`src/rtl/fetch_queue.sv`:
```
// fetch_queue: instruction prefetch FIFO between fetch and decode.
// Captures {pc, instr} pairs into a circular buffer and presents the oldest
// entry first-word fall-through. pc_hold stalls the PC register when full, and
// flush discards everything on a redirect.
// Optional build macro: FETCH_QUEUE_BYPASS_EN (same-cycle pass-through when empty).
module fetch_queue #(
  parameter int DEPTH = 4,
  parameter int XLEN  = 32
) (
  input  logic                       clk,
  input  logic                       reset,
  input  logic [XLEN-1:0]            pc_in,
  input  logic [XLEN-1:0]            instr_in,
  input  logic                       fetch_valid,
  input  logic                       flush,
  input  logic                       dec_ready,
  output logic                       dec_valid,
  output logic [XLEN-1:0]            dec_pc,
  output logic [XLEN-1:0]            dec_instr,
  output logic                       pc_hold,
  output logic [$clog2(DEPTH):0]     count
);

  localparam int AW = $clog2(DEPTH);
  localparam int CW = AW + 1;
  localparam logic [CW-1:0]   FULL_CNT = CW'(DEPTH);
  localparam logic [XLEN-1:0] NOP      = XLEN'(32'h0000_0013);

  logic [XLEN-1:0] pc_mem_q    [DEPTH];
  logic [XLEN-1:0] instr_mem_q [DEPTH];

  logic [AW-1:0] wr_ptr_q, wr_ptr_d;
  logic [AW-1:0] rd_ptr_q, rd_ptr_d;
  logic [CW-1:0] count_q,  count_d;

  logic stored_valid;
  logic bypass;
  logic push;
  logic pop;

  // Full/empty come only from registered occupancy, so pc_hold has no
  // combinational path from the handshake inputs.
  assign stored_valid = (count_q != '0);
  assign pc_hold      = (count_q == FULL_CNT);
  assign count        = count_q;

`ifdef FETCH_QUEUE_BYPASS_EN
  assign bypass = ~stored_valid & fetch_valid & ~flush;
`else
  assign bypass = 1'b0;
`endif

  // A bypassed entry consumed by decode in the same cycle is never stored.
  assign push = fetch_valid & ~pc_hold & ~flush & ~(bypass & dec_ready);
  assign pop  = stored_valid & dec_ready & ~flush;

  // Head presentation: stored entry, else bypassed fetch, else NOP bubble.
  always_comb begin
    dec_valid = stored_valid | bypass;
    dec_pc    = '0;
    dec_instr = NOP;
    if (stored_valid) begin
      dec_pc    = pc_mem_q[rd_ptr_q];
      dec_instr = instr_mem_q[rd_ptr_q];
    end else if (bypass) begin
      dec_pc    = pc_in;
      dec_instr = instr_in;
    end
  end

  // Next-state for pointers and occupancy; flush overrides push/pop.
  always_comb begin
    wr_ptr_d = wr_ptr_q;
    rd_ptr_d = rd_ptr_q;
    count_d  = count_q;
    if (flush) begin
      wr_ptr_d = '0;
      rd_ptr_d = '0;
      count_d  = '0;
    end else begin
      if (push) wr_ptr_d = wr_ptr_q + 1'b1;
      if (pop)  rd_ptr_d = rd_ptr_q + 1'b1;
      unique case ({push, pop})
        2'b10:   count_d = count_q + 1'b1;
        2'b01:   count_d = count_q - 1'b1;
        default: count_d = count_q;
      endcase
    end
  end

  // Control state registers with asynchronous active-low reset.
  always_ff @(posedge clk or negedge reset) begin
    if (!reset) begin
      wr_ptr_q <= '0;
      rd_ptr_q <= '0;
      count_q  <= '0;
    end else begin
      wr_ptr_q <= wr_ptr_d;
      rd_ptr_q <= rd_ptr_d;
      count_q  <= count_d;
    end
  end

  // Storage array; contents are qualified by count, so it needs no reset.
  always_ff @(posedge clk) begin
    if (push) begin
      pc_mem_q[wr_ptr_q]    <= pc_in;
      instr_mem_q[wr_ptr_q] <= instr_in;
    end
  end

endmodule

```
`config.mk`:
```
export PLATFORM = sky130hd
export DESIGN_NAME = fetch_queue
export DESIGN_NICKNAME = d
export VERILOG_FILES = /design/src/rtl/fetch_queue.sv
export SDC_FILE = /design/constraint.sdc
export NUM_CORES = 1
export LEC_CHECK = 0
export CAP_MARGIN = 20
export CORE_UTILIZATION = 49
export DETAILED_ROUTE_END_ITERATION = 8
export PLACE_DENSITY = 0.82
export SLEW_MARGIN = 10
export SYNTH_ARGS = -nofsm -noshare
export SYNTH_HDL_FRONTEND = slang
export SYNTH_SLANG_ARGS = --single-unit
```
`constraint.sdc`:
```
create_clock -name clk -period 3.2 [get_ports clk]
set_input_delay 0.32 -clock clk [delete_from_list [all_inputs] [get_ports clk]]
set_output_delay 0.32 -clock clk [all_outputs]
set_load 0.005 [all_outputs]
```
==> reports/metrics.yaml <==
result_of_the_run: "completed"
slew_headroom_pct: 63.4
firstDrtPassIters: 5
drtIter0Drc: 294
cts.root.buffer_cell: "clkbuf_16"
wire_per_inst_um: 20.7
power.share.sequential_pct: 50.3
synth_sequential_area_ratio_pct: 76.7
number_of_enable_type_register_cells_in_the_synthesized_netlist: 256
timing.critical_path.required_ns: 2.88
synth.top_cells.by_area: "edfxtp_1, mux4_2, and2_1"
timing.final.max_slew_violations: 0
wl_met3_um: 1200
cts_inserted_buffers: 26
dpl_cell_area_um2: 12100
timing.clock.skew_ns: 0.0131
syn_avg_cell_area_um2: 21.6
worst-path-max-fanout: 19
fp.coreArea_um2: 20400
internal_power_mw: 6.20
hold_class: "in2async"
unrepaired_setup_endpoints_after_global_routing: "false"
post-route-worst-setup-slack_ns: 0.203
synthFlopType: "edfxtp_1"
num_io_pins: 138
finalHoldViolCount: 0
routabilityCongestion: 0.812
vias_per_cell: 5.46
drtAntennaViolNets: 0
first_global_vias: 5431
drv_cap: 0
floorplan.die.width_um: 147
final_cell_count_no_fill: 919
report.power.total_mw: 7.83
share_clk_of_total_power_pct: 36.8
final_util_pct: 63.3
grt_overflow_total: 0
yosys.area.top_type_share_pct: 75.0
floorplan.die_area_um2: 21500
design.final.nets: 705
cts_sinks: 263
ys_seq_elements: 263
post_synth_num_cell_types: 36
clk_latency_ns: 0.52
dpl_worst_slack_ns: 0.536
antenna_found_initial: 1
min_period_ns: 3.00
synth-warning-count: 0
route.layer.met1.wl_um: 7890
design_area_um2: 12900
worstPathArrival_ns: 2.68
yosys.area.top_type: "edfxtp_1"
critPathCaptureType: "output port"
num_rows: 52
holdBufCountCts: 0
grt_pass1_wl_um: 29800
syn_to_final_growth_pct: 25.9
place.detailed.instances: 873
drive_gt1_share_pct: 20.2
syn_nets: 549
globalRouteTotalUtil_pct: 18.3
maxClockFrequency_mhz: 334
netlist_area_um2: 10200
setup.worst_path.start_class: "register"
worstMarginPinSlew_ns: 0.549
start_util_pct: 50.3
place.detailed.hpwl_um: 11500
highest-signal-layer: "met4"
comb_power_share_pct: 12.9
htree_levels: 1
routed-wl-met2_um: 9720
criticalPathCategory: "reg2out"
clock_transition_at_the_registers_of_the_reported_paths_ns: 0.06
net_switching_component_of_the_power_mw: 1.64
die-height_um: 147
routed_wl_um: 19000
cts_buffer_depth: 3
n_fill_cell: 1356
count_of_endpoints_failing_setup_in_the_final_report: 0
postSynthCellCount: 475
fin_worst_hold_slack_ns: 0.0887
period_share_pct: 93.7
p_sw_share_pct: 20.9
tritoncts: "done"
power_density_nw_per_um2: 608
grt_start_max_net_pins: 39
drc: 0
route.vias.total: 5018
leakage_nw: 4.10
port_buffers: 137
fraction_of_registers_with_async_set_or_reset_after_synthesis_pct: 2.66
setup_tns_ns: 0
vdd.ir_drop.worst_mv: 0.472
==> critical path, stage by stage (launching register included) <==
cell and delay (ns):
dfrtp_4 0.69, buf_4 0.33, mux4_2 0.54, and2_1 0.17
clkdlybuf4s50_1 0.43
==> final timing paths <==
path                                         start                   endpoint  slack, ns  cells after the start
setup / recovery           rd_ptr_q[0]$_DFFE_PN0P_                 dec_pc[31]       0.20                      4
hold / removal                               reset       count[1]$_DFFE_PN0P_       0.09                      1
setup reg to reg              count[1]$_DFFE_PN0P_       count[1]$_DFFE_PN0P_       0.89                      7
hold reg to reg            wr_ptr_q[0]$_DFFE_PN0P_    wr_ptr_q[0]$_DFFE_PN0P_       0.61                      2
max in group asynchronous                    reset    rd_ptr_q[1]$_DFFE_PN0P_       2.82                      1
min in group clk                         pc_in[10]  pc_mem_q[3][10]$_DFFE_PP_       0.44                      1
==> per-layer routing <==
layer  track usage (%)  vias to the layer above
met5                 0                        -
met2              31.4                      153
met4              3.44                        0
met1              23.7                     2609
li1                  -                     2233
met3              4.84                       23
==> synthesized netlist by cell type (all sizes together), types with 2 or more instances <==
| cell | count |
|---|---|
| edfxtp | 256 |
| a21oi | 5 |
| mux4 | 64 |
| nand3 | 6 |
| o21ai | 3 |
| nor3 | 3 |
| inv | 6 |
| xor2 | 2 |
| dfrtp | 7 |
| nand2b | 2 |
| nor2 | 5 |
| o311ai | 2 |
| or2 | 4 |
| clkbuf | 10 |
| and2 | 65 |
| ha | 4 |
| buf | 16 |
==> cell type report <==
class | count | area [um^2] | area share (%)
antenna | 1 | 2.50 | 0.0194
clock buffer | 34 | 702 | 5.44
clock inverter | 11 | 113 | 0.873
inverter | 6 | 22.5 | 0.175
multi-input combinational | 180 | 2220 | 17.2
sequential | 263 | 7870 | 61.0
tap | 270 | 338 | 2.62
timing repair buffer | 154 | 1620 | 12.6
==> power groups by stage <==
stage | clock, mW | sequential (mW) | combinational (mW)
final | 2.88 | 3.94 | 1.01
after global routing | 3.08 | 3.95 | 1.09
after CTS | 2.94 | 3.94 | 1.03
after detailed placement | 0 | 4.02 | 1.02
after global placement | 0 | 4.01 | 0.999
after floorplan | 0 | 3.98 | 0.524
==> timing repair <==
| item | 4_1_cts | 5_1_grt |
|---|---|---|
| setup endpoints to repair | 15 | 3 |
| hold endpoints to repair | 0 | 0 |
| gates resized for setup | 1 | 1 |
| setup buffers | 0 | 0 |
==> cell usage in the layout (no fill, tap or decap), drive strengths merged, types with 2 or more instances in the layout <==
master and count:
bufinv 2, nand2b 2, o311ai 2, clkinv 7
mux4 64, inv 6, dfrtp 7, nor3 3
a21oi 5, edfxtp 256, nor2 5, xor2 2
o21ai 3, or2 4, clkbuf 34, and2 65
ha 4, buf 17, clkdlybuf4s50 137, clkinvlp 2
nand3 6
==> flip-flops by register name, summed over array words and instances (netlist names) <==
signal       flops
pc_mem_q       128
rd_ptr_q         2
count            3
wr_ptr_q         2
instr_mem_q    128
==> kinds of logic (layout without fill, tap and decap cells) <==
| group | after synthesis | after routing | share of synthesized area, % |
|---|---|---|---|
| flip-flops | 263 | 263 | 76.7 |
| AND/OR/NAND/NOR | 89 | 89 | 5.23 |
| multiplexers | 66 | 66 | 14.3 |
| buffers and inverters | 32 | 205 | 1.72 |
| AO/OA/AOI/OAI | 18 | 18 | 1.18 |
| adder cells (fa/ha/maj) | 5 | 5 | 0.684 |
| XOR/XNOR | 2 | 2 | 0.171 |
| other | 0 | 1 | 0 |
No activity file was read; power rests on OpenSTA's default activity.
==> RTL edit 1: new RTL, config.mk and constraints unchanged <==
`DEPTH`: 4 -> 8.
--- a/src/rtl/fetch_queue.sv
+++ b/src/rtl/fetch_queue.sv
@@ -4,7 +4,7 @@
 // flush discards everything on a redirect.
 // Optional build macro: FETCH_QUEUE_BYPASS_EN (same-cycle pass-through when empty).
 module fetch_queue #(
-  parameter int DEPTH = 4,
+  parameter int DEPTH = 8,
   parameter int XLEN  = 32
 ) (
   input  logic                       clk,
Ports: changed (resized count); port bits go from 138 to 139. No check against the original RTL was run, so the function may have changed too.
==> RTL edit 1 against the original RTL <==
Fmax decreased by 2.3%. Total power increased by 130%. Sequential cell count increased by 259. Routed wire length increased by 110%. Sequential share of layout area increased by 3.8 points. Clock skew decreased by 3.2 ps. Via count increased by 86%. Critical path depth increased by 2. Critical endpoint is now dec_instr[25]. Cell area increased by 87%. Area after synthesis increased by 96%. Register-to-register slack got worse by 400 ps. Worst setup slack got worse by 71 ps. Synthesized cell count increased by 89%.
==> RTL edit 1: results (changes against the original RTL) <==
Worst Tran Pin Value 624.4 ps (+75.81 ps); Async S/R FF share, synth 1.916% (-0.75 points); register-to-register setup slack 490 ps (-400 ps); largest cells by area after synthesis edfxtp_1 (77%), mux4_2 (14%), mux2i_1 (3.2%); dpl cells 1,546 (+77%); dpl ws 504.9 ps (-31.45 ps); initial DRC count 694 (+140%); post-DP HPWL 22,250 um (+93%); area occupied by registers 15,640 sq um (+99%); VDD IR max 0.4266 mV (-9.6%); Synth Net Count 969 (+77%); Pre-antenna DRT Iters 4 (-1); status complete, no violations; met1 Resource Use GR 25.67% (+2.0 points); via count 9,316 (+86%); M3 GR Usage 3.986% (-0.86 points); static leakage 7.385 nW (+80%); CTS H-tree lvls 2 (+1); layout cell share with drive strength beyond 1 22.75% (+2.5 points); cts bufs inserted 49 (+88%); vias in the first global route 9,747 (+79%); GR Util met2 32.65% (+1.3 points); Post-synth top cells edfxtp_1 (512), mux4_2 (128), nor2_1 (72), mux2i_1 (65), clkbuf_1 (26); GP Congestion 0.7433 (-8.5%); Worst-Skew Late Latency 560 ps (+40 ps); first-pass GRT wire length 59,150 um (+98%); Max FO, Critical Path 16 (-3); Critical Path AT 2750 ps (+70 ps); min cycle time layout 3069 ps (+71.39 ps); Avg Cell Area, Syn 22.39 sq um (+3.8%); Seq/Total Area, Yosys 77.88% (+1.1 points)
## RTL edit 1: path summary, 6_finish.rpt
kind | to | depth (start not counted) | from
max | dec_instr[25] | 6 | rd_ptr_q[0]
min | count[0] | 1 | reset
max reg2reg | count[3] | 9 | count[1]
min reg2reg | wr_ptr_q[0] | 2 | wr_ptr_q[0]
max in group asynchronous | rd_ptr_q[2] | 1 | reset
min in group clk | instr_mem_q[1][22] | 1 | instr_in[22]
## RTL edit 1: final cells by class
class / count / area share, %
inverter: 6 / 0.1452
sequential: 522 / 64.81
multi-input combinational: 322 / 17.76
clock buffer: 61 / 5.269
timing repair buffer: 174 / 8.205
tap: 525 / 2.723
clock inverter: 27 / 1.084
## RTL edit 1: kinds of logic (layout without fill, tap and decap cells)
logic type | Yosys count | after routing | share of synthesized area, %
flip-flops | 522 | 522 | 77.88
multiplexers | 193 | 193 | 17.61
AND/OR/NAND/NOR | 104 | 104 | 2.301
buffers and inverters | 52 | 268 | 1.204
AO/OA/AOI/OAI | 16 | 16 | 0.5301
XOR/XNOR | 5 | 5 | 0.2183
adder cells (fa/ha/maj) | 4 | 4 | 0.2495
## RTL edit 1: worst max-delay path: stages (launching register included)
cell and delay (ps):
dfrtp_4 520, buf_12 210, buf_12 190, mux4_2 520, mux2i_1 230, nor2_1 60, clkdlybuf4s50_1 440
## RTL edit 1: what timing repair did
item	in CTS	in global routing
cloned	0	0
buffers inserted	0	3
gates resized for setup	3	0
setup endpoints to repair	2	20
## RTL edit 1: power breakdown
group | switching (mW) | total, mW | internal [mW]
Clock | 2.38 | 5.53 | 3.16
Sequential | 0.155 | 7.94 | 7.79
Combinational | 1.87 | 4.15 | 2.28
Total | 4.40 | 17.6 | 13.2
==> RTL edit 2: new RTL, same settings <==
Without the edit above. Register the output `count` once more; this adds one clock of latency there. The other outputs are not delayed to match.
--- a/src/rtl/fetch_queue.sv
+++ b/src/rtl/fetch_queue.sv
@@ -42,7 +42,9 @@
   // combinational path from the handshake inputs.
   assign stored_valid = (count_q != '0);
   assign pc_hold      = (count_q == FULL_CNT);
-  assign count        = count_q;
+  always_ff @(posedge clk) begin
+    count <= count_q;
+  end
 
 `ifdef FETCH_QUEUE_BYPASS_EN
   assign bypass = ~stored_valid & fetch_valid & ~flush;
Formal check against the unedited RTL: not equivalent (a bounded check fails within 4 cycles, from zero or initial values and one cycle with reset low).
==> RTL edit 2 against the original RTL <==
Worst hold slack lost 6.6 ps. Worst setup slack better by 29 ps. Cell area increased by 0.27%. Routed wire length hardly changed. Register-to-register slack got worse by 40 ps. Sequential cell count grew 3. Area after synthesis rose by 0.48%. Critical endpoint is now dec_instr[28].
Power is not compared: it rests on default switching activity, and its combinational part moved more than twofold at a synthesized area within 25%.
==> RTL edit 2: results (changes against the original RTL) <==
Reg-to-Reg End count_q[1]; initial antenna violation count 0 (-1); Post-synth EDFFs 256 (unchanged); Worst-Skew Late Latency 510 ps; non-filler cells, final 915 (-0.44%); largest cells by area after synthesis edfxtp_1 (75%), mux4_2 (14%), and2_1 (4.0%); Clock Skew 9.638 ps (-3.420 ps); worst r2r path cells 6 (-1); status complete, no violations; worst flop-to-flop path startpoint count_q[0]; initial DRC count 240 (-18%); Int Power 7.367 mW; dominant synthesized flop cell edfxtp_1; Max clock buf depth 3 (unchanged); largest net degree at the start of global routing 53 (+36%); register-to-register setup slack 850 ps (-40 ps); post-DP HPWL 11,290 um (-2.3%); vias per cell 5.511 (+0.94%); Syn Inst Count 474 (-0.21%); Post-synth top cells edfxtp_1 (256), and2_1 (66), mux4_2 (64), buf_2 (11), clkbuf_1 (8); VDD IR max between 0.5 and 0.6 mV; Critical Path AT 2650 ps (-30 ps); dpl cells 869 (-0.46%); Synth Net Count 548 (-0.18%); Unique masters post-synth 33 (-8.3%); Pre-antenna DRT Iters 4 (-1); Seq/Total Area, Yosys 76.96% (+0.22 points); Largest regs instr_mem_q: 128 flops, pc_mem_q: 128 flops; Final #Nets 702 (-0.43%); worst hold path class in2async; Rel. slew slack 62.12% (-1.3 points); Async S/R FF share, synth 2.632% (-0.030 points); first-pass GRT wire length 29,970 um (+0.44%); DRT Wirelength 19,030 um (about the same); Clock transition at path regs 60 ps (about the same); GP Congestion 0.7450 (-8.3%); Max FO, Critical Path 29 (+10); layout cell share with drive strength beyond 1 19.41% (-0.81 points); vias in the first global route 5,316 (-2.1%); GRT Total Usage 18.17% (-0.11 points)
## RTL edit 2: kinds of logic after synthesis
family	synth area share (%)
xor gates and xnor gates	0.2553
adders and majority gates	0.6806
DFF	76.96
and+or+nand+nor	5.153
buffers and inverters	1.738
AOI/OAI and AO/OA	1.215
muxes	14.00
## RTL edit 2: stage by stage
step	utilization (%)	setup WS (ps)	cell area (sq um)	hold WS, ps	total power, mW
final	63.29	231.5	12930	82.14	9.693
after floorplan	-	275.7	10290	24.41	5.483
after global placement	59.02	634.0	12060	575.5	6.749
after CTS	63.14	94.74	12900	63.52	9.802
after detailed placement	59.02	501.4	12060	596.7	6.816
after global routing	63.28	20.63	12930	80.75	10.15
## RTL edit 2: worst max-delay path by stage
stage / start / to / slack [ps] / depth (start not counted)
2_1_floorplan: count_q[0] / instr_mem_q[0][0] / 280 / 4
3_3_place_gp: count_q[0] / dec_instr[28] / 630 / 6
3_5_place_dp: fetch_valid / instr_mem_q[3][14] / 500 / 5
4_1_cts: rd_ptr_q[0] / dec_instr[17] / 90 / 4
5_1_grt: count_q[0] / dec_instr[28] / 20 / 6
6_report: count_q[0] / dec_instr[28] / 230 / 6
## RTL edit 2: cell type report
cell class	count	area (sq um)
diodes	1	2.502
clock buffers	28	679.4
clock inverters	16	160.2
fillers	1412	7500
inverters	6	25.02
multi-input cells	176	2203
flip-flops and latches	266	7930
well taps	270	337.8
repair buffers	152	1592
## RTL edit 2: metal layers
metal | share of wire [%] | global-route usage [%]
met2 | 51 | 30.88
met5 | 0 | 0
met4 | 1.7 | 4.536
met1 | 42 | 24.15
met3 | 5.9 | 3.820
## RTL edit 2: worst max-delay path, stage by stage (launching register included)
cell and delay, ps:
dfrtp_1 640, nor3_1 110, buf_4 170, inv_4 220, buf_4 270, and2_1 200, clkdlybuf4s50_1 520
## RTL edit 2: what timing repair did
item | in CTS | in global routing
endpoints found under the setup margin | 1 | 2
pin swaps | 0 | 0
buffers inserted | 0 | 1
resized for setup | 1 | 0
hold endpoints to repair | 0 | 0
## RTL edit 2: power by group through the flow
stage,logic (mW),clock network [mW],registers (mW)
final,2.59,2.96,4.15
after global routing,2.81,3.18,4.17
after CTS,2.59,3.04,4.17
after detailed placement,2.57,0,4.25
after global placement,2.52,0,4.23
after floorplan,1.36,0,4.12
